`src/rtl/id_decode_stage.sv`:
```
// rtl/id_decode_stage.sv - MIPS instruction decode stage with skid-buffered valid/ready output
module id_decode_stage #(
    parameter int DATA_W = 32,
    parameter int PC_W   = 32,
    parameter int CNT_W  = 16
) (
    input  logic              i_clk,
    input  logic              i_reset_n,
    input  logic              i_valid,
    output logic              o_ready,
    input  logic [31:0]       i_instruction,
    input  logic [PC_W-1:0]   i_pc,
    input  logic              i_flush,
    output logic              o_valid,
    input  logic              i_ready,
    output logic [5:0]        o_opcode,
    output logic [4:0]        o_RS,
    output logic [4:0]        o_RT,
    output logic [4:0]        o_RD,
    output logic [4:0]        o_shamt,
    output logic [5:0]        o_funct,
    output logic [DATA_W-1:0] o_imm,
    output logic [25:0]       o_jtarget,
    output logic [PC_W-1:0]   o_pc,
    output logic [2:0]        o_class,
    output logic [CNT_W-1:0]  o_decoded_count
);

    typedef struct packed {
        logic [5:0]        opcode;
        logic [4:0]        rs;
        logic [4:0]        rt;
        logic [4:0]        rd;
        logic [4:0]        shamt;
        logic [5:0]        funct;
        logic [DATA_W-1:0] imm;
        logic [25:0]       jtarget;
        logic [PC_W-1:0]   pc;
        logic [2:0]        cls;
    } bundle_t;

    localparam logic [2:0] CLS_R       = 3'd0;
    localparam logic [2:0] CLS_IALU    = 3'd1;
    localparam logic [2:0] CLS_LOAD    = 3'd2;
    localparam logic [2:0] CLS_STORE   = 3'd3;
    localparam logic [2:0] CLS_BRANCH  = 3'd4;
    localparam logic [2:0] CLS_JUMP    = 3'd5;
    localparam logic [2:0] CLS_ILLEGAL = 3'd7;

    bundle_t          dec;
    bundle_t          out_q, out_d;
    bundle_t          skid_q, skid_d;
    logic             out_valid_q, out_valid_d;
    logic             skid_valid_q, skid_valid_d;
    logic [CNT_W-1:0] cnt_q, cnt_d;
    logic             accept;
    logic             out_load;
    logic             handshake;

    always_comb begin
        dec         = '0;
        dec.opcode  = i_instruction[31:26];
        dec.rs      = i_instruction[25:21];
        dec.rt      = i_instruction[20:16];
        dec.rd      = i_instruction[15:11];
        dec.shamt   = i_instruction[10:6];
        dec.funct   = i_instruction[5:0];
        dec.jtarget = i_instruction[25:0];
        dec.pc      = i_pc;
        case (i_instruction[31:26]) inside
            6'h00:                dec.cls = CLS_R;
            6'h02, 6'h03:         dec.cls = CLS_JUMP;
            [6'h04:6'h07]:        dec.cls = CLS_BRANCH;
            [6'h08:6'h0F]:        dec.cls = CLS_IALU;
            [6'h20:6'h25]:        dec.cls = CLS_LOAD;
            6'h28, 6'h29, 6'h2B:  dec.cls = CLS_STORE;
            default:              dec.cls = CLS_ILLEGAL;
        endcase
        // Logical immediates zero-extend, lui shifts up, everything else sign-extends.
        case (i_instruction[31:26])
            6'h0C, 6'h0D, 6'h0E: dec.imm = {{(DATA_W-16){1'b0}}, i_instruction[15:0]};
            6'h0F:               dec.imm = DATA_W'({i_instruction[15:0], 16'h0000});
            default:             dec.imm = {{(DATA_W-16){i_instruction[15]}}, i_instruction[15:0]};
        endcase
    end

    assign accept    = i_valid && !skid_valid_q;
    assign out_load  = !out_valid_q || i_ready;
    assign handshake = out_valid_q && i_ready;

    always_comb begin
        out_d        = out_q;
        out_valid_d  = out_valid_q;
        skid_d       = skid_q;
        skid_valid_d = skid_valid_q;
        cnt_d        = cnt_q;
        if (handshake && (cnt_q != {CNT_W{1'b1}})) begin
            cnt_d = cnt_q + CNT_W'(1);
        end
        if (i_flush) begin
            out_valid_d  = 1'b0;
            skid_valid_d = 1'b0;
        end else if (out_load) begin
            // accept implies the skid is empty, so the skid always drains first
            if (skid_valid_q) begin
                out_d        = skid_q;
                out_valid_d  = 1'b1;
                skid_valid_d = 1'b0;
            end else if (accept) begin
                out_d       = dec;
                out_valid_d = 1'b1;
            end else begin
                out_valid_d = 1'b0;
            end
        end else if (accept) begin
            skid_d       = dec;
            skid_valid_d = 1'b1;
        end
    end

    always_ff @(posedge i_clk or negedge i_reset_n) begin
        if (!i_reset_n) begin
            out_q        <= '0;
            out_valid_q  <= 1'b0;
            skid_q       <= '0;
            skid_valid_q <= 1'b0;
            cnt_q        <= '0;
        end else begin
            out_q        <= out_d;
            out_valid_q  <= out_valid_d;
            skid_q       <= skid_d;
            skid_valid_q <= skid_valid_d;
            cnt_q        <= cnt_d;
        end
    end

    assign o_ready         = !skid_valid_q;
    assign o_valid         = out_valid_q;
    assign o_opcode        = out_q.opcode;
    assign o_RS            = out_q.rs;
    assign o_RT            = out_q.rt;
    assign o_RD            = out_q.rd;
    assign o_shamt         = out_q.shamt;
    assign o_funct         = out_q.funct;
    assign o_imm           = out_q.imm;
    assign o_jtarget       = out_q.jtarget;
    assign o_pc            = out_q.pc;
    assign o_class         = out_q.cls;
    assign o_decoded_count = cnt_q;

endmodule

```
`config.mk`:
```
export PLATFORM = sky130hd
export DESIGN_NAME = id_decode_stage
export DESIGN_NICKNAME = d
export VERILOG_FILES = /design/src/rtl/id_decode_stage.sv
export SDC_FILE = /design/constraint.sdc
export NUM_CORES = 1
export LEC_CHECK = 0
export CORE_ASPECT_RATIO = 0.75
export CORE_MARGIN = 5
export CORE_UTILIZATION = 40
export CTS_CLUSTER_DIAMETER = 150
export DETAILED_ROUTE_END_ITERATION = 16
export PLACE_DENSITY_LB_ADDON = 0.12
export SETUP_SLACK_MARGIN = 0.3
export SLEW_MARGIN = 5
export SYNTH_ARGS = -nofsm -noshare
export SYNTH_HDL_FRONTEND = slang
export SYNTH_SLANG_ARGS = --single-unit
```
`constraint.sdc`:
```
create_clock -name i_clk -period 1.9 [get_ports i_clk]
set_input_delay 0.285 -clock i_clk [delete_from_list [all_inputs] [get_ports i_clk]]
set_output_delay 0.285 -clock i_clk [all_outputs]
set_load 0.05 [all_outputs]
```
==> summary.md, run 1 <==
| Metric | Value |
|---|---|
| Status | finished clean |
| Critical R2R Launch | skid_valid_q |
| Worst setup margin | about 180 ps |
| Drc violations | 0 |
| HPWL after detailed placement | between 15000 and 20000 µm |
| Worst reg2reg path endpoint | o_imm[15] |
| Syn nets | between 1000 and 1500 |
| Tmin final | about 1700 ps |
| Final period util | about nine tenths |
| Synth area leaders | dfrtp_1 56%, nand2_1 13%, mux2i_1 6.7%, o21ai_0 3.6%, a21oi_1 2.6% |
| Sequential area share after synthesis | about 56% |
| CP Max Fanout | 3 |
| Mean cell area of the mapped netlist | approximately 9.4 µm² |
| Num CTS Buffers | 23 |
| Kind of critical path | reg2out |
| Max Fclk | roughly 580 MHz |
| Mapped Area | 9568 µm² |
| Final Setup Violations | 0 |
| Share of power burned in registers | 40.6% |
| Hold Vio Cnt, Final | 0 |
| Vias/cell | 4.994 |
| Register bit total from synthesis | 216 |
| N_diodes | 0 |
| Startpoint Class | register |
| Initial antenna violation count | 0 |
| # H-tree levels | 1 |
| Clock sinks | 216 |
| Synthesis Warnings | 0 |
| Wire per inst | approximately 18 µm |
| Num rows | 49 |
| Grt ovf | 0 |
| Total GRT Usage | 19.20% |
| Clock slew at reported path FFs | around 60 ps |
| Routability congestion estimate | 0.7755 |
| Combinational Power Share | 27.6% |
| Clock power frac | a little under a third |
| Net Sw Power | 5.192 mW |
| Root buf cell | clkbuf_16 |
| Peak VDD IR | about 0.97 mV |
| Most frequent cells in the layout | 328 x nand2_1, 199 x dfrtp_1, 71 x clkdlybuf4s15_2, 68 x o21ai_0, 67 x clkdlybuf4s50_1 |
| Die H | ~140 µm |
| Fin nets | 1313 |
| Syn Inst Count | 1015 |
| Internal power component | 9.711 mW |
| Crit end category | output port |
| Final WL | 27620 µm |
| Largest net degree at the start of global routing | 58 |
| Final Util | 56.65% |
| Die W | 188.6 µm |
| Die Area | 27140 µm² |
| Most area-hungry cell type in the Yosys netlist | dfrtp_1 |
| Power per standard cell area | 1106 nW/µm² |
| Relative slew margins | between 60% and 70% |
| Antenna viol nets, final | 0 |
| Final Skew | 6.715 ps |
| Worst-Skew Late Latency | 510 ps |
| Max_cap viols | 0 |
| Pins over their slew limit | 0 |
| Post-synth cell types | 48 |
| Post-synth top area share | 56.49% |
| DP Worst Slack | -96.07 ps |
| Slew at the pin closest to its max-slew limit | 475.9 ps |
| Data arrival time of the critical path | about 1400 ps |
| # port buffers | about 210 |
| Post-synth EDFFs | 0 |
| Share of cells above drive strength 1 | approximately a quarter |
| Sw Share | 34.84% |
| Predominant post-synthesis flop cell | dfrtp_1 |
| I/O pin total | 212 |
| Worst Hold Class | in2async |
| Initial Utilization | about 40% |
| Layout area overhead | 40.85% |
| Unrepaired setup endpoints after global routing | true |
| FF-to-FF path depth | 8 |
| Clock tree from TritonCTS | yes |
| Most common cell after layout, fill and taps aside | nand2_1 |
| Worst path required time | 1620 ps |
| P_leak | 6.182 nW |
| DR iter-0 viols | 490 |
| Min Hold Slack | 310.0 ps |
| Global-route wire length before repair | 42500 µm |
| DR pass1 iterations | 5 |
| Number of global-route vias before repair | approximately 7800 |
| Longest Clk Path Bufs | 3 |
| Core Area | around 24000 µm² |
| Post-synth ARST share | 100.0% |
| Reg2reg setup slack | 210 ps |
| Vias | ~8000 |
synthesized netlist by cell type, types with 11 or more instances:
| cell | count |
|---|---|
| buf_4 | 33 |
| dfrtp_1 | 216 |
| a31oi_1 | 15 |
| nand3_1 | 22 |
| o21ai_0 | 69 |
| nand2_1 | 328 |
| and2_1 | 16 |
| clkbuf_1 | 31 |
| a21oi_1 | 50 |
| o21ai_1 | 35 |
| buf_2 | 23 |
| nor2_1 | 38 |
| mux2i_1 | 64 |
| xor2_1 | 11 |
critical path: stages (launching register included):
cell and delay [ps]:
dfrtp_4 510, buf_16 150, clkinv_8 40, buf_12 100, buf_12 130
kinds of logic after synthesis:
kind of cell	Yosys count	share of synthesized area, %
fa+ha+maj	1	0.1307
compound gates	181	10.06
mux	65	6.813
xor+xnor	16	1.465
simple gates	441	19.32
buf+inv	95	5.728
flops	216	56.49
power by group through the flow:
stage	Clock, mW	Combinational (mW)	Sequential (mW)
final	4.74	4.12	6.05
after global routing	5.08	4.41	6.17
after CTS	4.88	4.13	6.06
after detailed placement	0	4.24	6.15
after global placement	0	4.19	6.11
after floorplan	0	1.41	7.40
layer usage:
metal | track usage, % | wire length [µm]
met3 | 3.740 | 1556
met2 | 31.11 | 12720
met5 | 0 | 0
met1 | 27.67 | 13000
met4 | 2.951 | 342
layout make-up:
cell class | instances | area (µm²)
Multi-Input combinational cell | 704 | 3769
Clock buffer | 33 | 683.2
Inverter | 2 | 20.02
Timing Repair Buffer | 296 | 3069
Fill cell | 2149 | 10310
Clock inverter | 9 | 123.9
Tap cell | 306 | 382.9
Sequential cell | 216 | 5429
through the flow:
step                TNS, ps  std cells  power, mW  cell area (µm²)
CTS                       0       1547      15.07            13200
floorplan                 0       1015      8.806             9648
global placement     -171.4       1491      10.30            12200
detailed placement    -1389       1491      10.39            12200
global route              0       1566      15.66            13480
finish                    0       1566      14.90            13480
timing repair:
item,in CTS,in global routing
endpoints found under the setup margin,141,239
buffers inserted,9,10
gates cloned,4,9
hold buffers,1,0
pin swaps,2,9
resized for setup,455,79
endpoints found under the hold margin,50,0
worst max path at each step:
stage | start | endpoint | slack [ps] | depth (start not counted)
final | skid_valid_q | o_ready | 180 | 4
after global placement | i_ready | o_decoded_count[14] | -40 | 6
after detailed placement | i_ready | o_decoded_count[15] | -100 | 5
after global routing | skid_valid_q | o_imm[22] | 140 | 8
after CTS | skid_valid_q | o_ready | 150 | 4
after floorplan | o_valid | o_RD[1] | 210 | 7
flip-flops by register name, indices dropped and copies added, names as in the netlist:
register	count
skid_q	99
o_valid	1
o_class	3
o_jtarget	4
o_RT	4
skid_valid_q	1
o_decoded_count	16
o_RS	5
o_opcode	6
o_RD	4
o_funct	5
o_pc	32
o_shamt	4
o_imm	32
Note: power is estimated with default switching activity, not from simulation.
==> run 2: changes to the inputs <==
- CTS_CLUSTER_SIZE: default -> 12
==> run 2 against run 1 <==
Net effect:
- non-clock buffer count increased by 1
- critical path depth unchanged
- combinational power up 1%
- clock skew rose by 2.6 ps
- die area did not move
- via count decreased by 0.56%
- maximum frequency up 0.41%
- sequential share of layout area is 0.46 points higher
- clock power fell by 23%
- count of clock-buffer cells in the layout fell by 9
- hold slack improved by 11 ps
- global-route usage about the same
- critical path type unchanged
- largest cell class unchanged
- largest power group unchanged
==> summary.md, run 2 (same netlist as run 1, synthesis figures left out) <==
| Metric | Value |
|---|---|
| Fin nets | 1313 (unchanged) |
| Met3 GRT Util | 3.230% (-0.51 points) |
| Most frequent cells in the layout | 328 x nand2_1, 199 x dfrtp_1, 93 x clkdlybuf4s15_2, 67 x clkdlybuf4s50_1 |
| Pins over their slew limit | 0 (unchanged) |
| # port buffers | 211 (unchanged) |
| Crit end category | output port |
| Setup crit start | skid_valid_q |
| Most Crowded Layer GR | met2 |
| Wire per inst | 17.74 µm (+0.56%) |
| HPWL after detailed placement | 17200 µm (unchanged) |
| Critical R2R Launch | skid_valid_q |
| Clock sinks | 216 (unchanged) |
| Final WL | 27510 µm (-0.40%) |
| Relative slew margins | 68.31% (about the same) |
| Max Fclk | 583.7 MHz (+0.41%) |
| Peak VDD IR | 0.9925 mV (+1.8%) |
| Kind of critical path | reg2out |
| Biggest register | skid_q |
| Final Setup Violations | 0 (unchanged) |
| Die W | 188.6 µm (unchanged) |
| Initial antenna violation count | 0 (unchanged) |
| Longest Clk Path Bufs | 3 (unchanged) |
| Met1 Track Usage GR | 27.62% (-0.047 points) |
| Max_cap viols | 0 (unchanged) |
| Global-route wire length before repair | 42530 µm (about the same) |
| Min Hold Slack | 321.4 ps (+11.44 ps) |
| Core Area | 23790 µm² (unchanged) |
| CP top delay family | flip-flops |
| Die H | 143.9 µm (unchanged) |
| Power per standard cell area | 1042 nW/µm² (-5.7%) |
| Vias | 7776 (-0.56%) |
| Clock slew at reported path FFs | 60 ps (about the same) |
| Num CTS Buffers | 21 (-8.7%) |
| Worst Hold Class | in2async |
| Final TNS setup | 0 ps (unchanged) |
| Final std cells w/o fill | 1551 (-0.96%) |
| Placed cells | 1491 (unchanged) |
| DR pass1 iterations | 5 (unchanged) |
| Crit path cell chain | buf_16 > clkinv_8 > buf_12 > buf_12 |
| Drc violations | 0 (unchanged) |
| Max FFs per register | 99 (unchanged) |
| Total GRT Usage | 19.21% (about the same) |
| Clock tree from TritonCTS | yes |
| Hold Vio Cnt, Final | 0 (unchanged) |
| Critical path's largest stage delay | 510 ps (about the same) |
| Met2 Track Usage GR | 31.28% (+0.17 points) |
| Unrepaired setup endpoints after global routing | true |
| Initial Utilization | 40.22% (unchanged) |
| Crit-path most repeated cell | buf_12 |
| Layout area overhead | 39.27% |
| Grt ovf | 0 (unchanged) |
| Startpoint Class | register |
| Final period util | 90.17% (-0.37 points) |
| Final Util | 56.02% (-0.64 points) |
| Slew at the pin closest to its max-slew limit | 475.4 ps (-0.5035 ps) |
| Status | finished clean |
| Tmin final | 1713 ps (-7.028 ps) |
| I/O pin total | 212 (unchanged) |
| Worst-Skew Late Latency | 490 ps (-20 ps) |
| N_diodes | 0 (unchanged) |
| Num rows | 49 (unchanged) |
| Root buf cell | clkbuf_16 |
| Share of cells above drive strength 1 | 23.78% (-1.1 points) |
| DR iter-0 viols | 465 (-5.1%) |
| Routability congestion estimate | 0.7755 (unchanged) |
| Worst path required time | 1620 ps (about the same) |
| Most common cell after layout, fill and taps aside | nand2_1 |
| # H-tree levels | 1 (unchanged) |
| CP Max Fanout | 3 (unchanged) |
| Number of global-route vias before repair | 7743 (-0.23%) |
| Data arrival time of the critical path | 1430 ps (about the same) |
| P_leak | 6.022 nW (-2.6%) |
| Final Skew | 9.355 ps (+2.641 ps) |
| Die Area | 27140 µm² (unchanged) |
| Antenna viol nets, final | 0 (unchanged) |
| Vias/cell | 5.014 (+0.40%) |
| Largest net degree at the start of global routing | 58 (unchanged) |
| Slowest cell on crit path | dfrtp_4 |
| Final total power | 13.89 mW (-6.8%) |
| CP Buf/Inv Count | 4 (unchanged) |
==> run 2: cell types whose count changed in the layout (fill, tap and decap cells not counted), sizes merged <==
cell	previous run	this run
clkdlybuf4s15	71	93
buf	138	121
clkbuf	41	30
clkinv	6	1
bufinv	3	0
clkdlybuf4s18	8	6
or3	3	4
==> run 2: where the power goes <==
part	leakage [nW]	internal [mW]	switching (mW)	total (mW)
clock	0.267	1.98	1.68	3.65
combinational	3.10	1.38	2.81	4.18
sequential	2.66	5.49	0.560	6.05
==> run 2: layout make-up <==
class | count | area (µm²)
Multi-Input combinational cell | 705 | 3782
Clock inverter | 1 | 8.758
Fill cell | 2154 | 10460
Timing Repair Buffer | 297 | 3166
Inverter | 2 | 20.02
Tap cell | 306 | 382.9
Clock buffer | 24 | 536.8
Sequential cell | 216 | 5429
==> run 2: per-layer routing <==
| metal | vias up | part of all wire (%) |
|---|---|---|
| met4 | 0 | 1.8 |
| met3 | 25 | 4.5 |
| met5 | - | 0 |
| li1 | 3791 | - |
| met1 | 3765 | 48 |
| met2 | 195 | 46 |
==> run 2: metrics by stage <==
stage / setup slack [ps] / area [µm²]
2_1_floorplan: 211.7 / 9648
3_3_place_gp: -38.34 / 12200
3_5_place_dp: -96.07 / 12200
4_1_cts: 167.2 / 13060
5_1_grt: 155.5 / 13330
6_report: 186.8 / 13330
==> run 2: what timing repair did <==
item                       4_1_cts  5_1_grt
gates cloned                     4        8
setup endpoints to repair      141      234
hold endpoints to repair        50        0
gates resized for setup        419       78
setup buffers                   10       12
pin swaps                        3        9
hold buffers                     1        0
==> run 2: final timing paths <==
check	cells after the start	slack, ps	end
worst max-delay path	4	190	o_ready
worst min-delay path	2	320	skid_q[28]
worst min register to register	2	470	skid_q[67]
worst max register to register	8	220	o_imm[15]
min in group i_clk	3	340	skid_q[29]
max in group asynchronous	3	920	o_imm[12]
==> run 3: changes to the inputs <==
- CORE_ASPECT_RATIO: 0.75 -> 1.25
- SETUP_SLACK_MARGIN: 0.3 -> default
==> run 3 against run 2 <==
Net effect:
- clock skew is 3.5 ps higher
- final cell count decreased by 3.8%
- power down 3.0%
- sequential power shrank 0.7%
- routed wire length is 10% lower
- count of clock-buffer cells in the layout fell by 1
- hold slack is essentially flat
- first-iteration DRC count is 44% lower
- largest cell class unchanged
==> summary.md, run 3 (same netlist as run 1, synthesis figures left out) <==
| Metric | Value |
|---|---|
| Status | finished clean |
| Final instance area | 12360 µm² (-7.2%) |
| Crit path cell chain | inv_4 > buf_4 > buf_12 |
| Vias/cell | 5.024 (+0.21%) |
| Placed Instance Area | 11950 µm² (-2.1%) |
| Max_cap viols | 0 (unchanged) |
| Drc violations | 0 (unchanged) |
| Peak VDD IR | 0.7569 mV (-24%) |
| N_diodes | 0 (unchanged) |
| Share of cells above drive strength 1 | 9.417% (-14 points) |
| Final period util | 95.64% (+5.5 points) |
| Power per standard cell area | 1091 nW/µm² (+4.6%) |
| DR iter-0 viols | 261 (-44%) |
| Num rows | 63 (+29%) |
| Vias | 7496 (-3.6%) |
| Worst Hold Class | in2async |
| Layout area overhead | 29.20% |
| Final WL | 24680 µm (-10%) |
| Kind of critical path | reg2out |
| Worst-Skew Late Latency | 500 ps (about the same) |
| Core Area | 23650 µm² (-0.59%) |
| Biggest register | skid_q |
| Hold Vio Cnt, Final | 0 (unchanged) |
| # H-tree levels | 1 (unchanged) |
| Relative slew margins | 60.50% (-7.8 points) |
| DR pass1 iterations | 5 (unchanged) |
| Slowest cell on crit path | dfrtp_4 |
| Setup Fix Bufs, Post-CTS | 0 (-10) |
| Pins over their slew limit | 0 (unchanged) |
| Most common cell after layout, fill and taps aside | nand2_1 |
| Initial antenna violation count | 2 (+2) |
| Total GRT Usage | 18.29% (-0.92 points) |
| Largest net degree at the start of global routing | 95 (+64%) |
| Unrepaired setup endpoints after global routing | false |
| I/O pin total | 212 (unchanged) |
| Wire per inst | 16.54 µm (-6.7%) |
| Initial Utilization | 40.46% (+0.24 points) |
| Final Setup Violations | 0 (unchanged) |
| Die H | 182.9 µm (+27%) |
| # port buffers | 211 (unchanged) |
| Tmin final | 1817 ps (+103.9 ps) |
| Antenna viol nets, final | 0 (unchanged) |
| Clock slew at reported path FFs | 60 ps (about the same) |
| Global-route wire length before repair | 40730 µm (-4.2%) |
| DP Worst Slack | -26.62 ps (+69.45 ps) |
| Num CTS Buffers | 21 (unchanged) |
| Max FFs per register | 99 (unchanged) |
| Clock sinks | 216 (unchanged) |
| Most frequent cells in the layout | 328 x nand2_1, 213 x dfrtp_1, 109 x dlygate4sd2_1, 69 x o21ai_0, 67 x clkdlybuf4s50_1 |
| Routability congestion estimate | 0.7749 (about the same) |
| Final TNS setup | 0 ps (unchanged) |
| Slew at the pin closest to its max-slew limit | 592.5 ps (+117.1 ps) |
| CP Buf/Inv Count | 3 (-1) |
| Clock tree from TritonCTS | yes |
| Fin nets | 1270 (-3.3%) |
| Die W | 148.3 µm (-21%) |
| Number of global-route vias before repair | 7611 (-1.7%) |
| Data arrival time of the critical path | 1530 ps (+100 ps) |
| CP top delay family | flip-flops |
| P_leak | 5.891 nW (-2.2%) |
| CP Max Fanout | 13 (+10) |
| Die Area | 27130 µm² (about the same) |
| Final Skew | 12.84 ps (+3.489 ps) |
| Startpoint Class | register |
| Crit end category | output port |
| Longest Clk Path Bufs | 3 (unchanged) |
| Grt ovf | 0 (unchanged) |
| HPWL after detailed placement | 16620 µm (-3.4%) |
| Worst path required time | 1620 ps (about the same) |
| Max Fclk | 550.3 MHz (-5.7%) |
| Root buf cell | clkbuf_16 |
| Critical path's largest stage delay | 550 ps (+40 ps) |
| Worst setup margin | 82.82 ps (-103.9 ps) |
-- run 3: timing repair --
| item | CTS | global route |
|---|---|---|
| resized for setup | 110 | 0 |
| hold buffers | 1 | 0 |
| endpoints found under the hold margin | 48 | 0 |
| endpoints found under the setup margin | 110 | 0 |
-- run 3: layer usage --
metal	vias up	share of wire (%)	wire length, µm	GRT usage, %
li1	3698	-	-	-
met1	3582	43	10570	23.61
met2	185	49	12150	31.47
met3	27	6.4	1569	4.523
met4	4	1.5	366	3.808
met5	-	0.11	28	0
-- run 3: where the power goes --
group / switching [mW] / internal (mW) / total [mW] / leakage (nW)
Clock: 1.65 / 1.96 / 3.61 / 0.261
Sequential: 0.521 / 5.49 / 6.01 / 2.68
Combinational: 2.72 / 1.14 / 3.86 / 2.95
Total: 4.89 / 8.59 / 13.5 / 5.89
-- run 3: through the flow --
stage	hold slack (ps)	total power [mW]	instances	utilization [%]
global route	335.5	14.25	1492	52.28
floorplan	-10.59	8.774	1015	-
detailed placement	252.9	10.28	1468	50.54
finish	321.0	13.48	1492	52.28
CTS	317.2	13.68	1492	52.28
global placement	252.1	10.21	1468	50.54
-- run 3: final timing paths --
kind                               startpoint                  to  slack [ps]  cells past startpoint
min                                 i_reset_n            o_pc[12]         320                      2
min reg2reg                        skid_q[67]          skid_q[67]         470                      2
max reg2reg                o_decoded_count[0]  o_decoded_count[5]         190                      6
min in group i_clk                    i_pc[3]           skid_q[6]         340                      3
max in group asynchronous           i_reset_n             o_RT[0]         900                      3
max                              skid_valid_q             o_ready          80                      3
-- run 3: worst register-to-register path: stages (launching register included) --
cell	delay, ps
dfrtp_2	390
ha_1	190
nand4_1	150
nor4_1	380
buf_4	250
nor4_1	80
xor2_1	150
-- run 3: layout make-up --
class / instances / area, µm²
Timing Repair Buffer: 255 / 2404
Inverter: 2 / 10.01
Sequential cell: 216 / 5411
Fill cell: 2213 / 11290
Tap cell: 292 / 365.4
Clock buffer: 23 / 533.0
Multi-Input combinational cell: 704 / 3638
